`src/rtl/uart_tx_cfg.sv`:
```
// uart_tx_cfg: parameterised UART transmitter with a transmit FIFO.
// Words enter through a valid/ready port, queue in the FIFO, and are
// shifted out LSB first as START, DATA, optional PARITY and STOP bits.
// Frames leave back to back with no idle gap while the FIFO holds words.
module uart_tx_cfg #(
  parameter int CLK_FREQ   = 100_000_000,
  parameter int BAUD_RATE  = 115200,
  parameter int DATA_BITS  = 8,
  parameter int PARITY     = 0,
  parameter int STOP_BITS  = 1,
  parameter int FIFO_DEPTH = 16
) (
  input  logic                          clk,
  input  logic                          reset,
  input  logic [DATA_BITS-1:0]          s_data,
  input  logic                          s_valid,
  output logic                          s_ready,
  output logic                          tx,
  output logic                          busy,
  output logic [$clog2(FIFO_DEPTH):0]   fifo_count
);

  localparam int CLKS_PER_BIT = CLK_FREQ / BAUD_RATE;
  localparam int PTR_W        = $clog2(FIFO_DEPTH);
  localparam int CNT_W        = PTR_W + 1;
  localparam int BAUD_W       = $clog2(CLKS_PER_BIT + 1);
  localparam int BIT_W        = 4;

  // Reject parameter sets the datapath cannot represent.
  if (CLKS_PER_BIT < 2) begin : g_bad_baud
    $error("uart_tx_cfg: CLK_FREQ / BAUD_RATE must be at least 2");
  end
  if (DATA_BITS < 5 || DATA_BITS > 9) begin : g_bad_data_bits
    $error("uart_tx_cfg: DATA_BITS must be 5..9");
  end
  if (PARITY < 0 || PARITY > 2) begin : g_bad_parity
    $error("uart_tx_cfg: PARITY must be 0, 1 or 2");
  end
  if (STOP_BITS < 1 || STOP_BITS > 2) begin : g_bad_stop_bits
    $error("uart_tx_cfg: STOP_BITS must be 1 or 2");
  end
  if (FIFO_DEPTH < 2 || (FIFO_DEPTH & (FIFO_DEPTH - 1)) != 0) begin : g_bad_depth
    $error("uart_tx_cfg: FIFO_DEPTH must be a power of 2, at least 2");
  end

  typedef enum logic [2:0] {
    ST_IDLE,
    ST_START,
    ST_DATA,
    ST_PARITY,
    ST_STOP
  } state_t;

  state_t                 state_q, state_d;
  logic [BAUD_W-1:0]      baud_cnt_q, baud_cnt_d;
  logic [BIT_W-1:0]       bit_cnt_q, bit_cnt_d;
  logic [DATA_BITS-1:0]   shift_q, shift_d;
  logic                   parity_q, parity_d;
  logic                   tx_q, tx_d;
  logic [PTR_W-1:0]       wr_ptr_q, wr_ptr_d;
  logic [PTR_W-1:0]       rd_ptr_q, rd_ptr_d;
  logic [CNT_W-1:0]       count_q, count_d;
  logic [DATA_BITS-1:0]   mem_q [FIFO_DEPTH];
  logic [DATA_BITS-1:0]   mem_d [FIFO_DEPTH];

  logic                   push;
  logic                   pop;
  logic                   bit_end;
  logic [DATA_BITS-1:0]   head_word;

  assign s_ready    = (count_q != CNT_W'(FIFO_DEPTH)) && !reset;
  assign push       = s_valid && s_ready;
  assign bit_end    = (baud_cnt_q == BAUD_W'(CLKS_PER_BIT - 1));
  assign head_word  = mem_q[rd_ptr_q];
  assign tx         = tx_q;
  assign busy       = (state_q != ST_IDLE) || (count_q != '0);
  assign fifo_count = count_q;

  // Frame sequencer plus FIFO bookkeeping; tx is the line level of the
  // current state delayed one cycle so every bit keeps its full width.
  always_comb begin
    state_d    = state_q;
    baud_cnt_d = baud_cnt_q;
    bit_cnt_d  = bit_cnt_q;
    shift_d    = shift_q;
    parity_d   = parity_q;
    tx_d       = 1'b1;
    wr_ptr_d   = wr_ptr_q;
    rd_ptr_d   = rd_ptr_q;
    count_d    = count_q;
    mem_d      = mem_q;
    pop        = 1'b0;

    if (state_q != ST_IDLE) begin
      baud_cnt_d = bit_end ? '0 : baud_cnt_q + BAUD_W'(1);
    end

    case (state_q)
      ST_IDLE: begin
        tx_d = 1'b1;
        if (count_q != '0) begin
          pop     = 1'b1;
          state_d = ST_START;
        end
      end
      ST_START: begin
        tx_d = 1'b0;
        if (bit_end) begin
          state_d   = ST_DATA;
          bit_cnt_d = '0;
        end
      end
      ST_DATA: begin
        tx_d = shift_q[0];
        if (bit_end) begin
          shift_d = shift_q >> 1;
          if (bit_cnt_q == BIT_W'(DATA_BITS - 1)) begin
            bit_cnt_d = '0;
            state_d   = (PARITY != 0) ? ST_PARITY : ST_STOP;
          end else begin
            bit_cnt_d = bit_cnt_q + BIT_W'(1);
          end
        end
      end
      ST_PARITY: begin
        tx_d = parity_q;
        if (bit_end) begin
          bit_cnt_d = '0;
          state_d   = ST_STOP;
        end
      end
      ST_STOP: begin
        tx_d = 1'b1;
        if (bit_end) begin
          if (bit_cnt_q == BIT_W'(STOP_BITS - 1)) begin
            bit_cnt_d = '0;
            if (count_q != '0) begin
              pop     = 1'b1;
              state_d = ST_START;
            end else begin
              state_d = ST_IDLE;
            end
          end else begin
            bit_cnt_d = bit_cnt_q + BIT_W'(1);
          end
        end
      end
      default: begin
        state_d = ST_IDLE;
      end
    endcase

    if (pop) begin
      shift_d  = head_word;
      parity_d = (PARITY == 1) ? ~(^head_word) : ^head_word;
      rd_ptr_d = rd_ptr_q + PTR_W'(1);
    end

    if (push) begin
      mem_d[wr_ptr_q] = s_data;
      wr_ptr_d        = wr_ptr_q + PTR_W'(1);
    end

    case ({push, pop})
      2'b10:   count_d = count_q + CNT_W'(1);
      2'b01:   count_d = count_q - CNT_W'(1);
      default: count_d = count_q;
    endcase
  end

  // State, counters and FIFO storage; reset drops any queued or in-flight frame.
  always_ff @(posedge clk) begin
    mem_q <= mem_d;
    if (reset) begin
      state_q    <= ST_IDLE;
      baud_cnt_q <= '0;
      bit_cnt_q  <= '0;
      shift_q    <= '0;
      parity_q   <= 1'b0;
      tx_q       <= 1'b1;
      wr_ptr_q   <= '0;
      rd_ptr_q   <= '0;
      count_q    <= '0;
    end else begin
      state_q    <= state_d;
      baud_cnt_q <= baud_cnt_d;
      bit_cnt_q  <= bit_cnt_d;
      shift_q    <= shift_d;
      parity_q   <= parity_d;
      tx_q       <= tx_d;
      wr_ptr_q   <= wr_ptr_d;
      rd_ptr_q   <= rd_ptr_d;
      count_q    <= count_d;
    end
  end

endmodule

```
`config.mk`:
```
export PLATFORM = sky130hd
export DESIGN_NAME = uart_tx_cfg
export DESIGN_NICKNAME = d
export VERILOG_FILES = /design/src/rtl/uart_tx_cfg.sv
export SDC_FILE = /design/constraint.sdc
export NUM_CORES = 1
export LEC_CHECK = 0
export ABC_AREA = 0
export CAP_MARGIN = 20
export CORE_AREA = 10 10 126 150
export CTS_BUF_LIST = sky130_fd_sc_hd__clkbuf_16
export CTS_CLUSTER_SIZE = 24
export DETAILED_ROUTE_END_ITERATION = 7
export DIE_AREA = 0 0 136 160
export HOLD_SLACK_MARGIN = 0.06
export PLACE_DENSITY = 0.58
export SLEW_MARGIN = 40
export SYNTH_ARGS = -nofsm -noshare
export SYNTH_HDL_FRONTEND = slang
export SYNTH_SLANG_ARGS = --single-unit
```
`constraint.sdc`:
```
create_clock -name clk -period 5.3 [get_ports clk]
set_clock_uncertainty 0.15 [all_clocks]
set_input_delay 1.06 -clock clk [delete_from_list [all_inputs] [get_ports clk]]
set_output_delay 1.06 -clock clk [all_outputs]
set_load 0.01 [all_outputs]
```
==> results list, run 1 <==
* Slew headroom: 0.4335
- X dimension of the die: 136 microns
- The cell family contributing the most delay on the critical path is simple AND/OR/NAND/NOR gates.
* Net Sw Frac: 0.2962
* Delay contributed by the slowest stage of the critical path: 0.53 ns
* Sinks on Clock Net: 168
* Total number of yosys warnings: 0
* Sequential cell area fraction in the yosys report: 0.6605
* Reg2reg setup slack: 1.44 ns
- Maximum number of pins on one net before global-route repair: 36
* Area of the die: 0.02176 sq mm
* Number of endpoints failing setup at the final stage: 0
* Critical path launch point type: flop
- In this run, the number of DRC markers left after iteration 0 of detailed routing was 328.
* Post-synthesis instance area: 0.007032 sq mm
- TritonCTS buffer count: 17
- Prior to clock tree synthesis, the placed netlist has a worst setup slack of 1.279 ns.
- Across all setup checks in the final design, the least slack found is 1.439 ns.
- The worst hold path belongs to the class flop to flop.
- Number of resized instances in the post-cts repair step: 0
* Drt total wl: 13990 microns
- Of the total synthesized cell area, the portion taken by AND, OR, NAND and NOR gates is 0.09039.
- Multi-input logic area: 0.002246 sq mm
- Wire length of the first global-routing pass: 21890 microns
- After clock tree synthesis, the clock-pin slew on the worst setup and hold paths is 0.06 ns.
- The via count of the first global-routing pass is 3844.
- Net count after synthesis: 499
* Shortest period the worst path allows: 3.861 ns
- The number of antenna diodes in the final layout is 0.
* Leakage component of the power: 2.603 nW
- Data arrives at the worst endpoint at 4.07 ns.
- The tool flagged a number of max-cap violations equal to 0.
- Leading cell type in the layout, fill and taps excluded: edfxtp_1
- Derived from the worst setup path, the maximum achievable clock frequency is 259.0 MHz.
- Setup repair after global routing missed its margin: no
* Worst setup path category: flop to flop
* Worst skew pair latency: 0.43 ns
* DR vias: 3904
* Final hold violation count: 0
- The largest individual stage delay along the critical path comes from the cell nor4_2.
* Worst vdd ir: 0.2386 mV
- The detail route stage leaves a number of antenna-violating nets equal to 0.
- Slew at the pin closest to its max-slew limit: 0.8481 ns
* Number of flops mapped to enable cells by yosys: 128
- Of the total synthesized cell area, the portion taken by full adders, half adders and majority gates is 0.02135.
* Total congestion overflow after global routing: 0
* Syn avg cell area: 14.77 sq um
- After layout, the design draws a total of 3.743 mW.
- Tot GR Track Use: 0.1337
- Power density over the cells: 467.1 mW/mm^2
- CTS placed an instance of clkbuf_16 at the clock tree root.
- Total placed cells including tap cells: 686
* Reg power frac: 0.426
- The floorplan step set the die height to 160 microns.
- Power share of the combinational group: 0.248
- The H-tree was split into 4 levels.
* Rows: 51
- Routed wirelength normalized by instance count: 19.49 microns
- Of all flip-flops after synthesis, the portion carrying an async set or reset was 0.
- The worst setup path is captured at a flop.
- Part of the power in the clock network: 0.325
- Number of search-and-repair iterations in the first detailed-routing pass: 4
- By area, the combinational part of the netlist is dominated by multiplexers.
* DP Wirelength: 8944 microns
- Deepest clock path buffer count: 2
* Register Area: 0.004648 sq mm
* Area fraction in compound gates after synthesis: 0.05996
- During placement, the flow inserted port buffers numbering 18.
- Fill cell total of the finished layout: 1341
- Buffers added to address setup during post-CTS repair amount to 0.
- Adding up every negative setup slack in the final design gives 0 ns.
- Of the total synthesized cell area, the portion taken by XOR and XNOR cells is 0.03114.
* Ordered list of cells on the worst path: ha_1 -> nand4bb_1 -> nor4_2 -> nand2_1 -> a21oi_2 -> buf_4 -> ha_1 -> xor2_1 -> ha_1 -> o21ai_0 -> a21oi_1 -> a21oi_1 -> xor2_1 -> or3_1 -> a21oi_1
- The initial antenna violation count was 0.
- Of the cells placed in the final design, the portion with a size suffix greater than 1 is 0.1462.
* Number of hold-repair buffers added at the cts stage: 0
- TritonCTS built the clock tree.
- 19 I/O pins were placed.
* Leading cell types in the layout, fill and taps excluded: 128 x edfxtp_1, 39 x nor2_1, 39 x dfxtp_1
* Layout-stage area growth over the synthesis result: 13.95%
* Area inside the core boundary: 0.01602 sq mm
- Hold Slack: 0.3121 ns
- Data required time at the worst endpoint: 5.50 ns
- Internal power consumption: 2.634 mW
* Highest net fanout along the worst path: 18
- Post-layout instance count excluding filler cells: 718
* Buffers and inverters on the worst path: 1
- Area of all placed cells without fillers: 0.008013 sq mm
- In the routed design, unresolved DRC markers number 0.
- Synthesis produced 476 cells.
- Final cell utilization of the core: 0.5003
- Placed inst area: 0.007431 sq mm
- The flow ran to the end, and the final reports show no timing, DRC or antenna violations.
* Pins Over Slew Limit: 0
- The most used flip-flop cell after synthesis is edfxtp_1.
- Post-synthesis sequential element count: 168
- For this configuration, the core starts out at a cell density of 0.4390.
- Counting distinct cell types in the post-synthesis netlist gives 45.
- At the end of the flow, the number of nets in the layout was 516.
- Post-route clock period utilization: 0.7286
- RD Place Congestion: 0.7718
* Vias per cell: 5.437
* Multiplexer share of the synthesized area: 0.1123
- Net switching power: 1.109 mW
==> sequential cells by signal (all words and copies together) (netlist names) <==
name        flops
baud_cnt_q     10
bit_cnt_q       4
fifo_count      5
mem_q         128
parity_q        1
rd_ptr_q        4
shift_q         8
state_q         3
tx              1
wr_ptr_q        4
==> logic make-up after synthesis <==
family,count (synthesis)
AO/OA/AOI/OAI,66
XOR/XNOR,25
adder cells (fa/ha/maj),12
buffers and inverters,37
flip-flops,168
multiplexers,36
AND/OR/NAND/NOR,132
==> metal layers <==
layer  routed length [microns]  vias to the layer above  track usage
met2                      7037                       86       0.2093
met4                       227                        0      0.05674
met3                       756                       15      0.03578
met5                         0                        -            0
met1                      5972                     1959       0.1705
li1                          -                     1844            -
==> final timing paths <==
kind	to	from	cells past startpoint
max	fifo_count[4]	baud_cnt_q[0]	15
max reg2reg	fifo_count[4]	baud_cnt_q[0]	15
min reg2reg	shift_q[5]	shift_q[5]	2
min	shift_q[5]	shift_q[5]	2
==> worst register-to-register path: cells and delay by family (launching register included) <==
| kind | cells | cell delay, ns |
|---|---|---|
| AOI/OAI and AO/OA | 5 | 0.66 |
| xor gates and xnor gates | 2 | 0.33 |
| and+or+nand+nor | 4 | 1.15 |
| adders and majority gates | 3 | 0.85 |
| buffers and inverters | 1 | 0.25 |
| DFF | 1 | 0.39 |
==> Yosys cell counts (4+ instances only) <==
cell type    n  area share
a21oi_1     24       0.017
a22oi_1     21       0.022
buf_1        4      0.0021
buf_2        4      0.0028
clkbuf_1    17      0.0091
dfxtp_1     40        0.11
edfxtp_1   128        0.55
ha_1        12       0.021
inv_1        9      0.0048
mux2i_1      5      0.0071
mux4_1      11       0.041
mux4_2      20       0.064
nand2_1     31       0.017
nand2b_1     6      0.0053
nand3_1      6      0.0043
nand4_1      4      0.0036
nor2_1      51       0.027
nor2b_1      5      0.0044
nor3_1       6      0.0043
o21ai_0     10      0.0071
or3_1        6      0.0053
xnor2_1      9       0.011
xor2_1      16       0.020
==> layout make-up <==
| cell class | instances | share of cell area |
|---|---|---|
| tap | 212 | 0.03310 |
| inverter | 9 | 0.004216 |
| clock buffer | 17 | 0.05309 |
| sequential | 168 | 0.5801 |
| clock inverter | 15 | 0.01921 |
| timing repair buffer | 26 | 0.02998 |
| multi-input combinational | 271 | 0.2803 |
==> power by group through the flow <==
stage	Combinational, mW	Clock [mW]	Sequential [mW]
after floorplan	0.745	0	1.57
after global placement	0.917	0	1.62
after detailed placement	0.937	0	1.63
after CTS	0.938	1.24	1.60
after global routing	1.02	1.30	1.61
final	0.929	1.22	1.60
Power figures use the tool's default switching activity.
==> run 2, diff against run 1 <==
==> constraint.sdc (replaced) <==
create_clock -name clk -period 4 [get_ports clk]
set_clock_uncertainty 0.15 [all_clocks]
set_input_delay 0.8 -clock clk [delete_from_list [all_inputs] [get_ports clk]]
set_output_delay 0.8 -clock clk [all_outputs]
set_load 0.01 [all_outputs]
==> results list, run 2 (synthesized netlist as in run 1, its figures left out) <==
- Data required time at the worst endpoint: 4.20 ns
- Number of DRC markers in iteration 0: 308
* Top routing layer in use: met4
- Number of search-and-repair iterations in the first detailed-routing pass: 4
* Total congestion overflow after global routing: 0
- Number of I/O pins: 19
* TritonCTS buffer count: 17
- The share of total power dissipated in sequential elements is 0.428.
- The floorplan has 51 rows.
- Final sum of negative setup slack: 0 ns
* Number of hold-repair buffers added at the cts stage: 0
- The tightest min-delay check is of the flop to flop type.
* Antenna violations before repair: 0
- X dimension of the die: 136 microns
* Reg with most FFs: mem_q
- Entering global routing, the biggest net connects 36 pins.
- Arrival time at the worst endpoint: 3.61 ns
- Shortest period the worst path allows: 3.404 ns
- Net Sw Frac: 0.2894
* Count of buffers inserted at the top-level ports: 18
- Across the run, the number of max-cap violations was 0.
- Slew headroom: 0.5073
* Drt total wl: 13480 microns
- Net switching power: 1.414 mW
* Number of endpoints failing setup at the final stage: 0
- Reg2reg setup slack: 0.60 ns
* Hold Slack: 0.3102 ns
- Summing all multi-input logic gate instances after layout gives 0.002216 sq mm.
* Run status: finished, final reports clean
* Area of the die: 0.02176 sq mm
* Met1 routed wirelength after detailed routing: 5738 microns
* Leading cell types in the layout, fill and taps excluded: 128 x edfxtp_1, 51 x nor2_1, 39 x dfxtp_1
- Crit. End Element: flop
- Post-route clock period utilization: 0.8511
- The repair_antennas step left the layout with diodes totalling 0.
- At the end of the flow the core is filled with cells to 0.5052.
- Deepest clock path buffer count: 2
- Clock-pin slew was measured on the worst setup and hold paths at 0.06 ns.
* Area inside the core boundary: 0.01602 sq mm
* Max reg flops: 128
* Power share of the combinational group: 0.255
- Static timing analysis puts the maximum clock frequency at 293.7 MHz.
- CTS placed an instance of clkbuf_16 at the clock tree root.
- Top flop regs: mem_q (128), baud_cnt_q (10), shift_q (8)
* Total number of nets in the final design: 532
- Sinks on Clock Net: 168
- DP Wirelength: 9146 microns
* DR vias: 3903
- After detailed routing, the number of remaining DRC violations is 0.
- Counting instances, the worst hold path has a depth of 2.
* Number of resized instances in the post-cts repair step: 0
- In the detailed route, the total length drawn on met3 is 616 microns.
- Tot GR Track Use: 0.1311
* Die Ht: 160 microns
- Worst skew pair latency: 0.42 ns
* Internal power consumption: 3.472 mW
* Total length of routed met2 wires: 6942 microns
* Fraction of final layout cells sized beyond drive strength 1: 0.1533
- Leakage component of the power: 2.702 nW
- The final hold violation count was 0.
- The worst-case IR drop observed on VDD is 0.3576 mV.
- Worst Reg-to-Reg Cells: 15
- Setup repair after global routing left no endpoint under its margin.
- The share of total power dissipated in the clock network is 0.317.
* RD Place Congestion: 0.8017
- Leaving out fill and tap cells, the most frequent cell in the layout is edfxtp_1.
- Along the worst path, the maximum fanout reaches 8.
* Routed Antenna Nets: 0
* Vias per cell: 5.317
* Pins Over Slew Limit: 0
- Counting the fill cells in the layout gives 1329.
- Starting utilization of the core area: 0.4390
- Critical path launch point type: flop
- H-tree Lvls: 4
* Number of setup buffers added after CTS: 0
* CTS tree: done
* Vias in the first global route: 4117
* Worst setup path category: flop to flop
- Power spread over the standard cell area amounts to 603.8 mW/mm^2.
- The sequential cells in the finished layout cover a total of 0.004646 sq mm.
* Routed wirelength normalized by instance count: 18.36 microns
- Layout-stage area growth over the synthesis result: 15.07%
- The first global-routing pass estimated 21950 microns of wire.
- Slew at the pin closest to its max-slew limit: 0.7375 ns
## run 2: changes by cell type in the layout (fill, tap and decap cells not counted), moves of 2 or more
cell	before	now
buf_4	8	24
bufinv_16	2	0
clkbuf_16	17	20
clkinv_1	2	0
inv_2	0	4
nor2_1	39	51
nor2_2	12	0
## run 2: worst paths after layout
check           startpoint            end
max          baud_cnt_q[0]  fifo_count[4]
min             shift_q[0]     shift_q[0]
max reg2reg  baud_cnt_q[0]  fifo_count[4]
min reg2reg     shift_q[0]     shift_q[0]
## run 2: area by class of cell
type                            instances  share of cell area
Multi-Input combinational cell        271              0.2739
Sequential cell                       168              0.5741
Inverter                                9            0.004175
Tap cell                              212             0.03278
Clock inverter                         12            0.008659
Clock buffer                           20             0.06185
Timing Repair Buffer                   42             0.04453
## run 2: per-layer routing
layer / vias up / global-route usage
met5: - / 0
met2: 68 / 0.2210
met3: 13 / 0.03233
li1: 1876 / -
met1: 1946 / 0.1555
met4: 0 / 0.05335
## run 2: per-stage QoR
step	std cells	worst slack [ns]	power, mW	instance area, sq um
after detailed placement	702	0.4377	3.388	7521
after floorplan	476	0.3727	3.068	7032
final	734	0.5957	4.886	8092
after global placement	702	0.5419	3.353	7521
after global routing	734	0.3007	5.149	8092
after CTS	734	0.6296	4.938	8092
## run 2: power by group through the flow
| stage | sequential, mW | combinational (mW) | clock (mW) |
|---|---|---|---|
| floorplan | 2.08 | 0.987 | 0 |
| global placement | 2.12 | 1.23 | 0 |
| detailed placement | 2.13 | 1.26 | 0 |
| CTS | 2.09 | 1.26 | 1.59 |
| global route | 2.11 | 1.39 | 1.65 |
| finish | 2.09 | 1.24 | 1.55 |
## run 2: critical path, cell delays in order, from the launching register on
cell	delay (ns)
dfxtp_1	0.39
ha_1	0.25
nand4bb_1	0.14
nor4_2	0.22
buf_4	0.18
nand2_1	0.09
a21oi_2	0.19
ha_1	0.34
xor2_1	0.18
ha_1	0.21
o21ai_0	0.10
a21oi_1	0.17
a21oi_1	0.09
xor2_1	0.15
or3_1	0.32
a21oi_1	0.15
==> RTL edit (config.mk and constraints of run 2) <==
Set the parameter `PARITY` to 1 (it was 0).
--- a/src/rtl/uart_tx_cfg.sv
+++ b/src/rtl/uart_tx_cfg.sv
@@ -6,7 +6,7 @@
   parameter int CLK_FREQ   = 100_000_000,
   parameter int BAUD_RATE  = 115200,
   parameter int DATA_BITS  = 8,
-  parameter int PARITY     = 0,
+  parameter int PARITY     = 1,
   parameter int STOP_BITS  = 1,
   parameter int FIFO_DEPTH = 16
 ) (
Function: same outputs for any inputs over 10 cycles, from zero or initial values and one cycle with reset high; that may be too few to reach the edited logic, so the function may still have changed.
==> RTL edit against run 2 <==
- clock power grew 3%
- worst setup slack lost 0.11 ns
- area after synthesis grew 1.4%
- routed wire length shrank 3.7%
- sequential cell count is the same
- total power grew 1.4%
- cell area grew 0.39%
- worst hold slack gained 0.015 ns
- critical path type unchanged
- largest cell class unchanged
- largest power group unchanged
==> RTL edit: results (changes against run 2) <==
stage,metric,value,unit,change
grt,vias in the first global route,3883,,was 4117
yosys,Synthesized Nets,498,,was 499
timing,Worst Max-Slew Pin Slew,0.701,ns,was 0.738 ns
yosys,"EDFF count, synth",128,,unchanged
placement,number of placed instances with taps included,696,,was 702
yosys,"Distinct cells, synth",47,,was 45
power,peak supply drop,0.000361,V,was 0.000358 V
yosys,synth cell count leaders,"edfxtp_1 (128), nor2_1 (48), dfxtp_1 (40), nand2_1 (33), a21oi_1 (19)",,"was edfxtp_1 (128), nor2_1 (51), dfxtp_1 (40), nand2_1 (31), a21oi_1 (24)"
yosys,register area share after synthesis,65.1,%,was 66.0%
grt,GRT Total Usage,12.5,%,was 13.1%
clock_network,Setup Buffers After CTS,0,,unchanged
finish,fill cell count,1335,,was 1329
placement,Post-DP HPWL,8.56,mm,was 9.15 mm
detailed_routing,Via density,5.30,,was 5.32
worst_setup_path,CP arrival,3.71,ns,was 3.61 ns
worst_setup_path,Worst Path Max Fanout,9,,was 8
detailed_routing,Post-DRT Antenna Nets,0,,unchanged
detailed_routing,DRT iter0 DRCs,258,,was 308
hold_path,worst hold path type,flop to flop,,unchanged
outcome,status,"complete, no violations",,unchanged
detailed_routing,DRT Pass-1 Iters,6,,was 4
yosys,fraction of registers with async set/reset,0,%,unchanged
clock_network,clk buf depth,2,,unchanged
finish,Layout Nets,526,,was 532
yosys,Synth warnings,0,,unchanged
power,LEAKAGE,0.00273,uW,was 0.00270 uW
placement,gp weighted congestion,0.769,,was 0.802
grt,pin count of the biggest net entering global routing,36,,unchanged
finish,share of layout cells above drive strength 1,14.9,%,was 15.3%
finish,top flop regs,"mem_q x128, baud_cnt_q x10, shift_q x8",,unchanged
clock_network,Post-CTS Resized,0,,unchanged
grt,first-pass GRT wire length,20.9,mm,was 21.9 mm
clock_network,Skew-Pair Late Insertion Delay,0.42,ns,about the same
yosys,dominant cells by area after synthesis,"edfxtp_1 (54%), dfxtp_1 (11%), mux4_2 (5.7%)",,"was edfxtp_1 (55%), dfxtp_1 (11%), mux4_2 (6.4%)"
clock_network,Num CTS Buffers,17,,unchanged
grt,antenna violations before repair,0,,unchanged
detailed_routing,routed vias,3856,,was 3903
clock_network,"Reg clk slew, reported paths",0.07,ns,
detailed_routing,Post-Route WL,13.0,mm,was 13.5 mm
yosys,mean post-synth cell area,15.0,sq um,was 14.8 sq um
finish,Antenna diodes,0,,unchanged
placement,PortBufs,18,,unchanged
clock_network,H-tree levels,4,,unchanged
yosys,commonest register cell after synthesis,edfxtp_1,,unchanged
## RTL edit: cell types whose count changed after synthesis, moves of 3 or more
cell             before  now
nor2_1               51   48
clkdlybuf4s25_2       0    3
buf_1                 4    1
a211oi_1              0    7
mux2i_1               5    8
clkbuf_1             17   13
a22oi_1              21   15
a21oi_1              24   19
nand3_1               6    9
mux4_1               11   14
## RTL edit: area by class of cell
cell class                 count  share of cell area (%)
tap                          212                    3.27
inverter                       9                   0.416
clock inverter                15                    1.91
timing repair buffer          38                    4.22
clock buffer                  17                    5.24
multi-input combinational    269                    27.8
sequential                   168                    57.2
## RTL edit: layer usage
layer  share of wire [%]  global-route usage (%)  vias to the layer above
li1                    -                       -                     1865
met1                  43                    15.1                     1923
met2                  52                    20.9                       55
met3                 3.3                    3.26                       13
met4                 1.4                    4.22                        0
met5                   0                       0                        -
## RTL edit: where the power goes
part           switching (uW)  internal [uW]  leakage, uW
Sequential               85.1           1980      0.00148
Combinational             665            632     0.000967
Clock                     708            884     0.000281
Total                    1460           3500      0.00273
## RTL edit: final timing paths
path / endpoint / cells past startpoint / from / slack, ns
setup reg to reg: fifo_count[4] / 15 / baud_cnt_q[0] / 0.49
hold / removal: shift_q[7] / 2 / shift_q[7] / 0.33
hold reg to reg: shift_q[7] / 2 / shift_q[7] / 0.33
setup / recovery: fifo_count[4] / 15 / baud_cnt_q[0] / 0.49
## RTL edit: per-stage QoR
step	utilization (%)	area (sq um)	total power, uW	setup slack (ns)	hold WS [ns]
CTS	50.7	8120	5020	0.462	0.329
global placement	47.1	7540	3400	0.551	0.309
detailed placement	47.1	7540	3420	0.482	0.321
global route	50.7	8120	5220	0.105	0.361
floorplan	-	7130	3170	0.452	0.295
finish	50.7	8120	4950	0.486	0.325
## RTL edit: logic make-up (layout without fill, tap and decap cells)
family / count (synthesis) / after routing / synth area share [%]
AOI/OAI and AO/OA: 62 / 62 / 5.67
xor gates and xnor gates: 26 / 26 / 3.19
adders and majority gates: 12 / 12 / 2.11
buffers and inverters: 38 / 79 / 3.32
DFF: 168 / 168 / 65.1
muxes: 40 / 40 / 12.0
and+or+nand+nor: 129 / 129 / 8.62
## RTL edit: critical path, cell delays in order (launching register included)
cell and delay, ns:
dfxtp_1 0.37, ha_1 0.21, nand4bb_1 0.16, nor4_4 0.29, nand2_1 0.14, a21o_1 0.22
inv_1 0.18, ha_1 0.40, xor2_1 0.18, ha_1 0.20, o21ai_0 0.08, a21oi_1 0.16
a21oi_1 0.09, xor2_1 0.14, or3_1 0.31, a21oi_1 0.14
